==> src/rtl/ws_array_ctrl_if.sv <==
// ---------------------------------------------------------------------------
// ws_array_ctrl_if
//   Bundles the job/host handshake and the PE-array enable lines of the
//   weight-stationary array sequencer.
//
//   Signals
//     start        host -> ctrl  job request (sampled only in IDLE)
//     abort        host -> ctrl  cancel the running job
//     num_vec      host -> ctrl  vectors in the job, sampled with start
//     busy         ctrl -> host  high while loading weights / computing
//     done         ctrl -> host  one-cycle pulse at job end
//     w_row_sel    ctrl -> array one-hot weight-row load select
//     w_rd_addr    ctrl -> wbuf  weight buffer row address
//     enable_w     ctrl -> array weight load enable (= |w_row_sel)
//     enable_in    ctrl -> array per-row skewed ifmap enable
//     enable_sum   ctrl -> array psum accumulate enable
//     out_valid    ctrl -> host  per-column result valid
//     perf_cycles  ctrl -> host  busy-cycle counter (WS_CTRL_PERF_EN only)
//
//   Modports: master = host/array side, slave = controller.
// ---------------------------------------------------------------------------
interface ws_array_ctrl_if #(
    parameter int ROWS  = 4,
    parameter int COLS  = 4,
    parameter int VEC_W = 8
);
    logic                      start;
    logic                      abort;
    logic [VEC_W-1:0]          num_vec;
    logic                      busy;
    logic                      done;
    logic [ROWS-1:0]           w_row_sel;
    logic [$clog2(ROWS)-1:0]   w_rd_addr;
    logic                      enable_w;
    logic [ROWS-1:0]           enable_in;
    logic                      enable_sum;
    logic [COLS-1:0]           out_valid;
`ifdef WS_CTRL_PERF_EN
    logic [31:0]               perf_cycles;
`endif

    modport master (
        output start, abort, num_vec,
        input  busy, done, w_row_sel, w_rd_addr, enable_w,
               enable_in, enable_sum, out_valid
`ifdef WS_CTRL_PERF_EN
        , input perf_cycles
`endif
    );

    modport slave (
        input  start, abort, num_vec,
        output busy, done, w_row_sel, w_rd_addr, enable_w,
               enable_in, enable_sum, out_valid
`ifdef WS_CTRL_PERF_EN
        , output perf_cycles
`endif
    );
endinterface

==> src/rtl/ws_array_ctrl.sv <==
// ---------------------------------------------------------------------------
// ws_array_ctrl
//   Job sequencer for a ROWS x COLS weight-stationary PE array. A job loads
//   one weight row per cycle (LOAD_W), then streams num_vec input vectors
//   with a one-cycle skew per row while holding the psum enable through
//   fill and drain (COMPUTE), then pulses done for one cycle (DONE).
//
//   Ports
//     iClk     clock, rising edge
//     iRest_n  asynchronous active-low reset
//     bus      ws_array_ctrl_if.slave (handshake + array enables)
//
//   Every output is a flop. Next-cycle output values are decoded from the
//   next state/counter, so the outputs line up with the state they describe.
//
//   Optional feature: define WS_CTRL_PERF_EN to add bus.perf_cycles, a
//   saturating count of busy cycles for the last accepted job.
// ---------------------------------------------------------------------------
module ws_array_ctrl #(
    parameter int ROWS    = 4,
    parameter int COLS    = 4,
    parameter int VEC_W   = 8,
    parameter int OUT_LAT = 1
) (
    input  logic               iClk,
    input  logic               iRest_n,
    ws_array_ctrl_if.slave     bus
);

    localparam int AW    = $clog2(ROWS);
    // Longest COMPUTE phase; counter and all window bounds fit below it.
    localparam int T_MAX = (1 << VEC_W) - 1 + (ROWS - 1) + (COLS - 1) + OUT_LAT;
    localparam int CNT_W = $clog2(T_MAX + 1);
    // Last COMPUTE index is num_vec + TAIL.
    localparam int TAIL  = (ROWS - 1) + (COLS - 1) + OUT_LAT - 1;
    // First t at which column 0 holds a finished result.
    localparam int D     = ROWS - 1 + OUT_LAT;

    typedef logic [CNT_W-1:0] cnt_t;

    typedef enum logic [1:0] {
        S_IDLE,
        S_LOAD_W,
        S_COMPUTE,
        S_DONE
    } state_e;

    typedef struct packed {
        logic            busy;
        logic            done;
        logic            enable_w;
        logic            enable_sum;
        logic [ROWS-1:0] w_row_sel;
        logic [AW-1:0]   w_rd_addr;
        logic [ROWS-1:0] enable_in;
        logic [COLS-1:0] out_valid;
    } outs_t;

    state_e           state_q, state_d;
    cnt_t             cnt_q, cnt_d;      // row index in LOAD_W, t in COMPUTE
    logic [VEC_W-1:0] nv_q, nv_d;        // latched num_vec
    outs_t            out_q, out_d;
    logic             accept;
    cnt_t             t_last;

    // ---------------------------------------------------------------------
    // Next-state logic
    // ---------------------------------------------------------------------
    // NOTE: every variable driven here gets a default first, so no path can
    // leave it unassigned and infer a latch.
    always_comb begin
        state_d = state_q;
        cnt_d   = cnt_q;
        nv_d    = nv_q;
        accept  = 1'b0;
        t_last  = cnt_t'(nv_q) + cnt_t'(TAIL);

        unique case (state_q)
            S_IDLE: begin
                // A zero-length job is dropped; abort wins over start.
                if (bus.start && !bus.abort && (bus.num_vec != '0)) begin
                    accept  = 1'b1;
                    nv_d    = bus.num_vec;
                    cnt_d   = '0;
                    state_d = S_LOAD_W;
                end
            end
            S_LOAD_W: begin
                if (bus.abort) begin
                    state_d = S_IDLE;
                    cnt_d   = '0;
                end else if (cnt_q == cnt_t'(ROWS - 1)) begin
                    state_d = S_COMPUTE;
                    cnt_d   = '0;
                end else begin
                    cnt_d = cnt_q + 1'b1;
                end
            end
            S_COMPUTE: begin
                if (bus.abort) begin
                    state_d = S_IDLE;
                    cnt_d   = '0;
                end else if (cnt_q == t_last) begin
                    state_d = S_DONE;
                    cnt_d   = '0;
                end else begin
                    cnt_d = cnt_q + 1'b1;
                end
            end
            S_DONE: begin
                state_d = S_IDLE;
            end
            default: begin
                state_d = S_IDLE;
                cnt_d   = '0;
            end
        endcase
    end

    // ---------------------------------------------------------------------
    // Output decode from the next state, registered below
    // ---------------------------------------------------------------------
    always_comb begin
        out_d = '0;
        unique case (state_d)
            S_LOAD_W: begin
                out_d.busy      = 1'b1;
                out_d.enable_w  = 1'b1;
                out_d.w_row_sel = {{(ROWS-1){1'b0}}, 1'b1} << cnt_d;
                out_d.w_rd_addr = cnt_d[AW-1:0];
            end
            S_COMPUTE: begin
                out_d.busy       = 1'b1;
                out_d.enable_sum = 1'b1;
                // Row r consumes vector t-r: window [r, r+num_vec).
                for (int r = 0; r < ROWS; r++) begin
                    out_d.enable_in[r] = (cnt_d >= cnt_t'(r)) &&
                                         (cnt_d <  cnt_t'(r) + cnt_t'(nv_d));
                end
                // Column c drains D+c cycles after its first vector entered.
                for (int c = 0; c < COLS; c++) begin
                    out_d.out_valid[c] = (cnt_d >= cnt_t'(D + c)) &&
                                         (cnt_d <  cnt_t'(D + c) + cnt_t'(nv_d));
                end
            end
            S_DONE: begin
                out_d.done = 1'b1;
            end
            default: begin
                out_d = '0;
            end
        endcase
    end

    // ---------------------------------------------------------------------
    // State and output registers
    // ---------------------------------------------------------------------
    // NOTE: sequential state uses non-blocking assignments so every flop
    // samples pre-edge values regardless of statement order.
    always_ff @(posedge iClk or negedge iRest_n) begin
        if (!iRest_n) begin
            state_q <= S_IDLE;
            cnt_q   <= '0;
            nv_q    <= '0;
            out_q   <= '0;
        end else begin
            state_q <= state_d;
            cnt_q   <= cnt_d;
            nv_q    <= nv_d;
            out_q   <= out_d;
        end
    end

    assign bus.busy       = out_q.busy;
    assign bus.done       = out_q.done;
    assign bus.enable_w   = out_q.enable_w;
    assign bus.enable_sum = out_q.enable_sum;
    assign bus.w_row_sel  = out_q.w_row_sel;
    assign bus.w_rd_addr  = out_q.w_rd_addr;
    assign bus.enable_in  = out_q.enable_in;
    assign bus.out_valid  = out_q.out_valid;

`ifdef WS_CTRL_PERF_EN
    // ---------------------------------------------------------------------
    // Busy-cycle counter: counts cycles in which busy is shown, so the
    // value seen in the DONE cycle covers the whole job. Holds afterwards.
    // ---------------------------------------------------------------------
    logic [31:0] perf_q, perf_d;

    always_comb begin
        perf_d = perf_q;
        if (accept) begin
            perf_d = '0;
        end else if (out_q.busy && (perf_q != 32'hFFFF_FFFF)) begin
            perf_d = perf_q + 32'd1;
        end
    end

    always_ff @(posedge iClk or negedge iRest_n) begin
        if (!iRest_n) begin
            perf_q <= '0;
        end else begin
            perf_q <= perf_d;
        end
    end

    assign bus.perf_cycles = perf_q;
`endif

endmodule

==> src/flat_wrapper.sv <==
// flat-port wrapper written by rule: the top's interface ports become plain ports
module ws_array_ctrl_flat 
#(
    parameter int ROWS    = 4,
    parameter int COLS    = 4,
    parameter int VEC_W   = 8,
    parameter int OUT_LAT = 1
)
  (iClk, iRest_n, bus_start, bus_abort, bus_num_vec, bus_busy, bus_done, bus_w_row_sel, bus_w_rd_addr, bus_enable_w, bus_enable_in, bus_enable_sum, bus_out_valid);
  ws_array_ctrl_if #(.ROWS(ROWS), .COLS(COLS), .VEC_W(VEC_W)) bus_i ();
  input  logic iClk;
  input  logic iRest_n;
  input wire logic [$bits(bus_i.start)-1:0] bus_start;
  input wire logic [$bits(bus_i.abort)-1:0] bus_abort;
  input wire logic [$bits(bus_i.num_vec)-1:0] bus_num_vec;
  output wire logic [$bits(bus_i.busy)-1:0] bus_busy;
  output wire logic [$bits(bus_i.done)-1:0] bus_done;
  output wire logic [$bits(bus_i.w_row_sel)-1:0] bus_w_row_sel;
  output wire logic [$bits(bus_i.w_rd_addr)-1:0] bus_w_rd_addr;
  output wire logic [$bits(bus_i.enable_w)-1:0] bus_enable_w;
  output wire logic [$bits(bus_i.enable_in)-1:0] bus_enable_in;
  output wire logic [$bits(bus_i.enable_sum)-1:0] bus_enable_sum;
  output wire logic [$bits(bus_i.out_valid)-1:0] bus_out_valid;
  assign bus_i.start = bus_start;
  assign bus_i.abort = bus_abort;
  assign bus_i.num_vec = bus_num_vec;
  assign bus_busy = bus_i.busy;
  assign bus_done = bus_i.done;
  assign bus_w_row_sel = bus_i.w_row_sel;
  assign bus_w_rd_addr = bus_i.w_rd_addr;
  assign bus_enable_w = bus_i.enable_w;
  assign bus_enable_in = bus_i.enable_in;
  assign bus_enable_sum = bus_i.enable_sum;
  assign bus_out_valid = bus_i.out_valid;
  ws_array_ctrl #(.ROWS(ROWS), .COLS(COLS), .VEC_W(VEC_W), .OUT_LAT(OUT_LAT)) u_core (.iClk(iClk), .iRest_n(iRest_n), .bus(bus_i));
endmodule
==> config.mk <==
export PLATFORM = sky130hd
export DESIGN_NAME = ws_array_ctrl_flat
export DESIGN_NICKNAME = d
export VERILOG_FILES = /design/src/rtl/ws_array_ctrl_if.sv /design/src/rtl/ws_array_ctrl.sv /design/src/flat_wrapper.sv
export SDC_FILE = /design/constraint.sdc
export NUM_CORES = 1
export LEC_CHECK = 0
export CAP_MARGIN = 10
export CORE_MARGIN = 2
export CORE_UTILIZATION = 30
export DETAILED_ROUTE_END_ITERATION = 10
export PLACE_DENSITY = 0.48
export SLEW_MARGIN = 20
export SYNTH_ARGS = -nofsm -noshare
export SYNTH_HDL_FRONTEND = slang
export SYNTH_SLANG_ARGS = --single-unit
==> constraint.sdc <==
create_clock -name iClk -period 10.8 [get_ports iClk]
set_clock_uncertainty 0.2 [all_clocks]
set_input_delay 1.62 -clock iClk [delete_from_list [all_inputs] [get_ports iClk]]
set_output_delay 1.62 -clock iClk [all_outputs]
set_load 0.03 [all_outputs]
==> results_dict.tcl, run 1 <==
set metrics [dict create \
    synth.top_cell.area_share_pct 23.4 \
    busiest_layer "met2" \
    gp_congestion 0.852 \
    boundaryPins 30 \
    slew_viol_final 0 \
    crit_type "primary input to register" \
    design_area_um2 4590 \
    synth_fp_nets 527 \
    worst_pin_slew_ns 1.08 \
    die_x_um 119 \
    yosysTopAreaCell "dfrtp_1" \
    fin_crit_ns 5.99 \
    vdd_drop_max_mv 0.0726 \
    hold_depth 2 \
    synth_warnings 0 \
    cp-start-kind "primary input" \
    worst-endpoint-arrival_ns 5.99 \
    leakage_nw 2.05 \
    critPathCaptureType "register" \
    grtUsageMet1_pct 24.6 \
    syn_to_final_growth_pct 16.2 \
    cap_viol_max_count 0 \
    die_y_um 119 \
    die_area_um2 14100 \
    grt_use_met2_pct 30.2 \
    grt_pass1_wl_um 19600 \
    reg2regPathDepth 16 \
    clk_path_buf_depth 2 \
    n_antenna_cell 0 \
    first_global_vias 3476 \
    synth-seq-cells 37 \
    synth_ff_type "dfrtp_1" \
    track_usage_pct 17.7 \
    core_um2 12700 \
    cts_tree "built" \
    detail_route.vias_per_cell 5.24 \
    cts_max_level 2 \
    clock-root-buffer "clkbuf_16" \
    use_met3_pct 1.93 \
    synth-seq-area-share_pct 23.4 \
    status "finished, final reports clean" \
    route.detailed.drc 0 \
    initial_core_util_pct 31.1 \
    place_hpwl_um 9160 \
    yosys-top-cells-count "ha_1 (67), xnor2_1 (40), dfrtp_1 (37), nand2_1 (32), nor2_1 (27)" \
    grt_start_max_net_pins 38 \
    path_clk_slew_ns 0.07 \
    fin_nets 559 \
    netlist_instances 448 \
    synth_area_um2 3950 \
    grt.overflow.total 0 \
    antenna_found_initial 0 \
    rows 41 \
    synth_cell_types 63 \
    postRouteAntennaNets 0 \
    cp_max_fo 11 \
    numPortBuffers 29 \
    synth-edff-count 0 \
    syn-mean-instance-area_um2 8.82 \
    cts_hold_buf 0 \
    cts_setup_buffers 0 \
    post_cts_resized 0 \
    power.density_nw_per_um2 174 \
    synth_area_leaders "dfrtp_1 (23%), ha_1 (21%), xnor2_1 (8.9%)" \
    dpl_cell_area_um2 4450 \
    hold_path_class "register to register" \
    wl_um 12000 \
    avgRoutedWirePerCell_um 18.4 \
    setup_violations 0 \
    drt_pass1_iterations 5 \
    cts_made_buffers 5 \
    synthArstFlopShare_pct 100 \
    first_iter_violations 255 \
    fill_cells 1338 \
    slew_headroom_pct 27.2 \
    fmax_mhz 167 \
    finalCritPeriodShare_pct 55.5 \
    yosysMostFrequentCell "ha_1" \
    required_ns 10.80 \
    hold_violations 0 \
    dr_total_vias 3419 \
    tns_ns 0 \
    drive_gt1_share_pct 8.94 \
    clock_latency_ns 0.28 \
    clkSinkCount 37 \
    rsz0062_at_grt "false" \
]
[layer usage]
metal / part of all wire, % / vias up / wire length (µm)
met4: 0.58 / 0 / 70
met1: 47 / 1669 / 5650
met2: 48 / 69 / 5800
met5: 0 / - / 0
met3: 4.1 / 4 / 493
li1: - / 1677 / -
[per-stage QoR]
stage / setup slack [ns] / power, mW / hold slack, ns / std cells / util (%)
2_1_floorplan: 5.74 / 0.520 / 0.426 / 448 / -
3_3_place_gp: 4.56 / 0.650 / 0.533 / 645 / 35.0
3_5_place_dp: 4.49 / 0.652 / 0.530 / 645 / 35.0
4_1_cts: 4.76 / 0.803 / 0.540 / 653 / 36.1
5_1_grt: 4.33 / 0.870 / 0.586 / 653 / 36.1
6_report: 4.81 / 0.799 / 0.534 / 653 / 36.1
[cell families (layout without fill, tap and decap cells)]
logic type	after synthesis	after routing	share of synthesized area (%)
xor+xnor	47	47	10.4
mux	7	7	2.06
fa+ha+maj	72	72	22.6
buf+inv	37	70	4.21
flops	37	37	23.4
compound gates	101	101	17.4
simple gates	147	147	19.8
[cell usage in the layout, fill, tap and decap left out, types with 3 or more instances in the layout]
cell and n:
a211oi_1 4, a21o_1 11, a21oi_1 25, a31oi_1 4
and2_1 3, and3_1 6, buf_4 10, clkbuf_16 5
clkdlybuf4s50_1 28, dfrtp_1 37, ha_1 67, inv_1 20
maj3_2 4, mux2i_1 4, mux2i_2 3, nand2_1 32
nand2b_1 14, nand3_1 16, nand3b_1 4, nand4_1 7
nor2_1 27, nor2b_1 8, nor3_1 8, nor4_1 4
o211ai_1 3, o21a_1 8, o21ai_0 19, o21ai_1 7
or2_2 4, xnor2_1 40, xor2_1 7
[state kept, by name, summed over array words and instances (netlist names)]
register	flops
u_core.bus.busy	1
u_core.bus.done	1
u_core.bus.enable_in	4
u_core.bus.enable_sum	1
u_core.bus.enable_w	1
u_core.bus.out_valid	4
u_core.bus.w_rd_addr	2
u_core.bus.w_row_sel	4
u_core.cnt_q	9
u_core.nv_q	8
u_core.state_q	2
[area by class of cell]
cell class	count	area, µm²	share of cell area, %
Multi-Input combinational cell	374	2870	62.4
Inverter	23	86.3	1.88
Sequential cell	37	926	20.2
Tap cell	172	215	4.69
Timing Repair Buffer	39	360	7.85
Clock buffer	6	129	2.81
Clock inverter	2	10.0	0.218
[power by group]
part	internal (mW)	switching, mW	leakage (nW)
clock network	0.0850	0.0602	0.0706
logic	0.188	0.285	1.48
registers	0.158	0.0221	0.492
[worst paths after layout]
check                      slack, ns                 endpoint         startpoint
setup / recovery                4.81  u_core.bus.out_valid[2]          bus_abort
hold / removal                  0.53        u_core.state_q[1]  u_core.state_q[1]
setup reg to reg                6.09  u_core.bus.out_valid[0]     u_core.nv_q[1]
hold reg to reg                 0.53        u_core.state_q[1]  u_core.state_q[1]
max in group asynchronous       8.56  u_core.bus.w_row_sel[3]            iRest_n
min in group asynchronous       1.27    u_core.bus.enable_sum            iRest_n
[critical path, cell delays in order]
cell	delay, ns
clkdlybuf4s50_1	0.50
nand2b_1	0.24
a21oi_1	0.28
nor2b_1	0.17
buf_4	0.23
mux2i_2	0.68
inv_1	0.29
ha_1	0.42
a21oi_1	0.32
nor2_1	0.09
xnor2_1	0.18
ha_1	0.28
a21oi_1	0.16
nor2b_1	0.06
o21ai_0	0.13
o2111ai_1	0.13
a211oi_1	0.19
Power figures use the tool's default switching activity.
==> inputs of run 2 (changes only) <==
Settings changed: PLACE_DENSITY 0.48 to 0.49.
Clock period 10.8 ns to 5.1 ns, I/O delays scaled along.
==> results_dict.tcl, run 2 (same netlist as run 1, synthesis figures left out) <==
set metrics [dict create \
    setup_ws_ns 0.417 \
    die_y_um 119 \
    detail_route.vias_per_cell 5.20 \
    clock-root-buffer "clkbuf_16" \
    cp-start-kind "primary input" \
    path_depth 16 \
    path_clk_slew_ns 0.06 \
    slowest_delay_ns 0.42 \
    fmax_mhz 214 \
    cts_made_buffers 5 \
    place_hpwl_um 9690 \
    numPortBuffers 29 \
    setup_violations 0 \
    worst-endpoint-arrival_ns 4.64 \
    cts_tree "built" \
    hold_path_class "primary input to async pin" \
    layout_commonest_cell "ha_1" \
    avgRoutedWirePerCell_um 18.3 \
    largest-register "u_core.cnt_q" \
    cpMostUsedCell "o21a_1" \
    status "finished, final reports clean" \
    fin_total_pwr_mw 1.75 \
    grt_pass1_wl_um 19300 \
    postRouteAntennaNets 0 \
    first_global_vias 3518 \
    largest_reg_flops 9 \
    worst_pin_slew_ns 0.893 \
    clock_latency_ns 0.28 \
    core_um2 12700 \
    crit_path_top_delay_cell "o31a_1" \
    vdd_drop_max_mv 0.137 \
    cts_hold_buf 0 \
    fin_crit_ns 4.68 \
    fin_nets 575 \
    clkSinkCount 37 \
    fin_util_pct 37.3 \
    crit_path_end "u_core.bus.out_valid[0]" \
    grt.overflow.total 0 \
    rsz0062_at_grt "false" \
    required_ns 5.06 \
    leakage_nw 2.13 \
    drt_pass1_iterations 7 \
    cp_max_fo 11 \
    drive_gt1_share_pct 12.1 \
    first_iter_violations 237 \
    initial_core_util_pct 31.1 \
    crit_family "compound AO/OA/AOI/OAI gates" \
    reg_top3 "u_core.cnt_q: 9 flops, u_core.nv_q: 8 flops" \
    die_x_um 119 \
    worstPathCellList "clkdlybuf4s50_1 > buf_4 > nor3b_1 > o31a_1 > or2_1 > o41ai_4 > o21ai_1 > a31o_2 > ha_1 > o21a_1 > o21a_1 > o21a_1 > o21a_1 > o21a_1 > o21ai_0 > nor4b_1" \
    wl_um 12300 \
    die_area_um2 14100 \
    clk_path_buf_depth 2 \
    finalCritPeriodShare_pct 91.8 \
    final_cell_mix "ha_1 (67), xnor2_1 (40), dfrtp_1 (37)" \
    tns_ns 0 \
    hold_violations 0 \
    syn_to_final_growth_pct 19.9 \
    reg2regPathDepth 16 \
    dr_total_vias 3476 \
    grt_start_max_net_pins 38 \
    path_buf_inv 2 \
    timing.rr.start "u_core.nv_q[1]" \
    cap_viol_max_count 0 \
    cts_max_level 2 \
    gp_congestion 0.874 \
    slew_headroom_pct 40.5 \
    rows 41 \
    hold_ws_ns 0.403 \
    route.detailed.drc 0 \
    antenna_found_initial 0 \
    place_ws_ns 0.0438 \
    boundaryPins 30 \
    slew_viol_final 0 \
    worst_r2r_endpoint "u_core.bus.out_valid[0]" \
    rrSetupSlack_ns 0.54 \
    crit_type "primary input to register" \
    n_antenna_cell 0 \
    cp-startpoint "bus_abort" \
    track_usage_pct 17.8 \
    power.density_nw_per_um2 368 \
    critPathCaptureType "register" \
]
[run 2: worst min path at each step]
stage                     depth (start not counted)                      end            from  slack (ns)
after detailed placement                          2           u_core.nv_q[1]  u_core.nv_q[1]        0.48
after floorplan                                   0          u_core.bus.busy         iRest_n        0.27
after CTS                                         1  u_core.bus.enable_in[3]         iRest_n        0.44
after global placement                            2           u_core.nv_q[1]  u_core.nv_q[1]        0.49
final                                             1          u_core.cnt_q[6]         iRest_n        0.40
after global routing                              1           u_core.nv_q[5]         iRest_n        0.48
[run 2: where the power goes]
group          leakage [nW]  switching, mW  internal [mW]  total [mW]
logic                  1.57          0.616          0.442        1.06
registers             0.492         0.0507          0.335       0.386
clock network        0.0696          0.124          0.179       0.303
total                  2.13          0.790          0.956        1.75
[run 2: area by class of cell]
cell class / count / area, µm²
clock buffers: 5 / 125
clock inverters: 3 / 17.5
fillers: 1346 / 7980
inverters: 23 / 86.3
multi-input cells: 374 / 2880
flip-flops and latches: 37 / 926
well taps: 172 / 215
repair buffers: 55 / 493
[run 2: what timing repair did]
action,CTS,global route
buffers inserted,0,0
resized for setup,0,1
hold endpoints to repair,0,0
endpoints found under the setup margin,0,1
[run 2: per-stage QoR]
| step | std cells | area [µm²] |
|---|---|---|
| 3_5_place_dp | 661 | 4590 |
| 4_1_cts | 669 | 4730 |
| 6_report | 669 | 4740 |
| 2_1_floorplan | 448 | 3950 |
| 5_1_grt | 669 | 4740 |
| 3_3_place_gp | 661 | 4580 |
[run 2: layer usage]
| metal | share of wire (%) | vias up | GRT usage (%) |
|---|---|---|---|
| li1 | - | 1701 | - |
| met1 | 45 | 1674 | 22.6 |
| met2 | 47 | 74 | 29.6 |
| met3 | 4.1 | 27 | 2.85 |
| met4 | 3.2 | 0 | 7.81 |
| met5 | 0 | - | 0 |
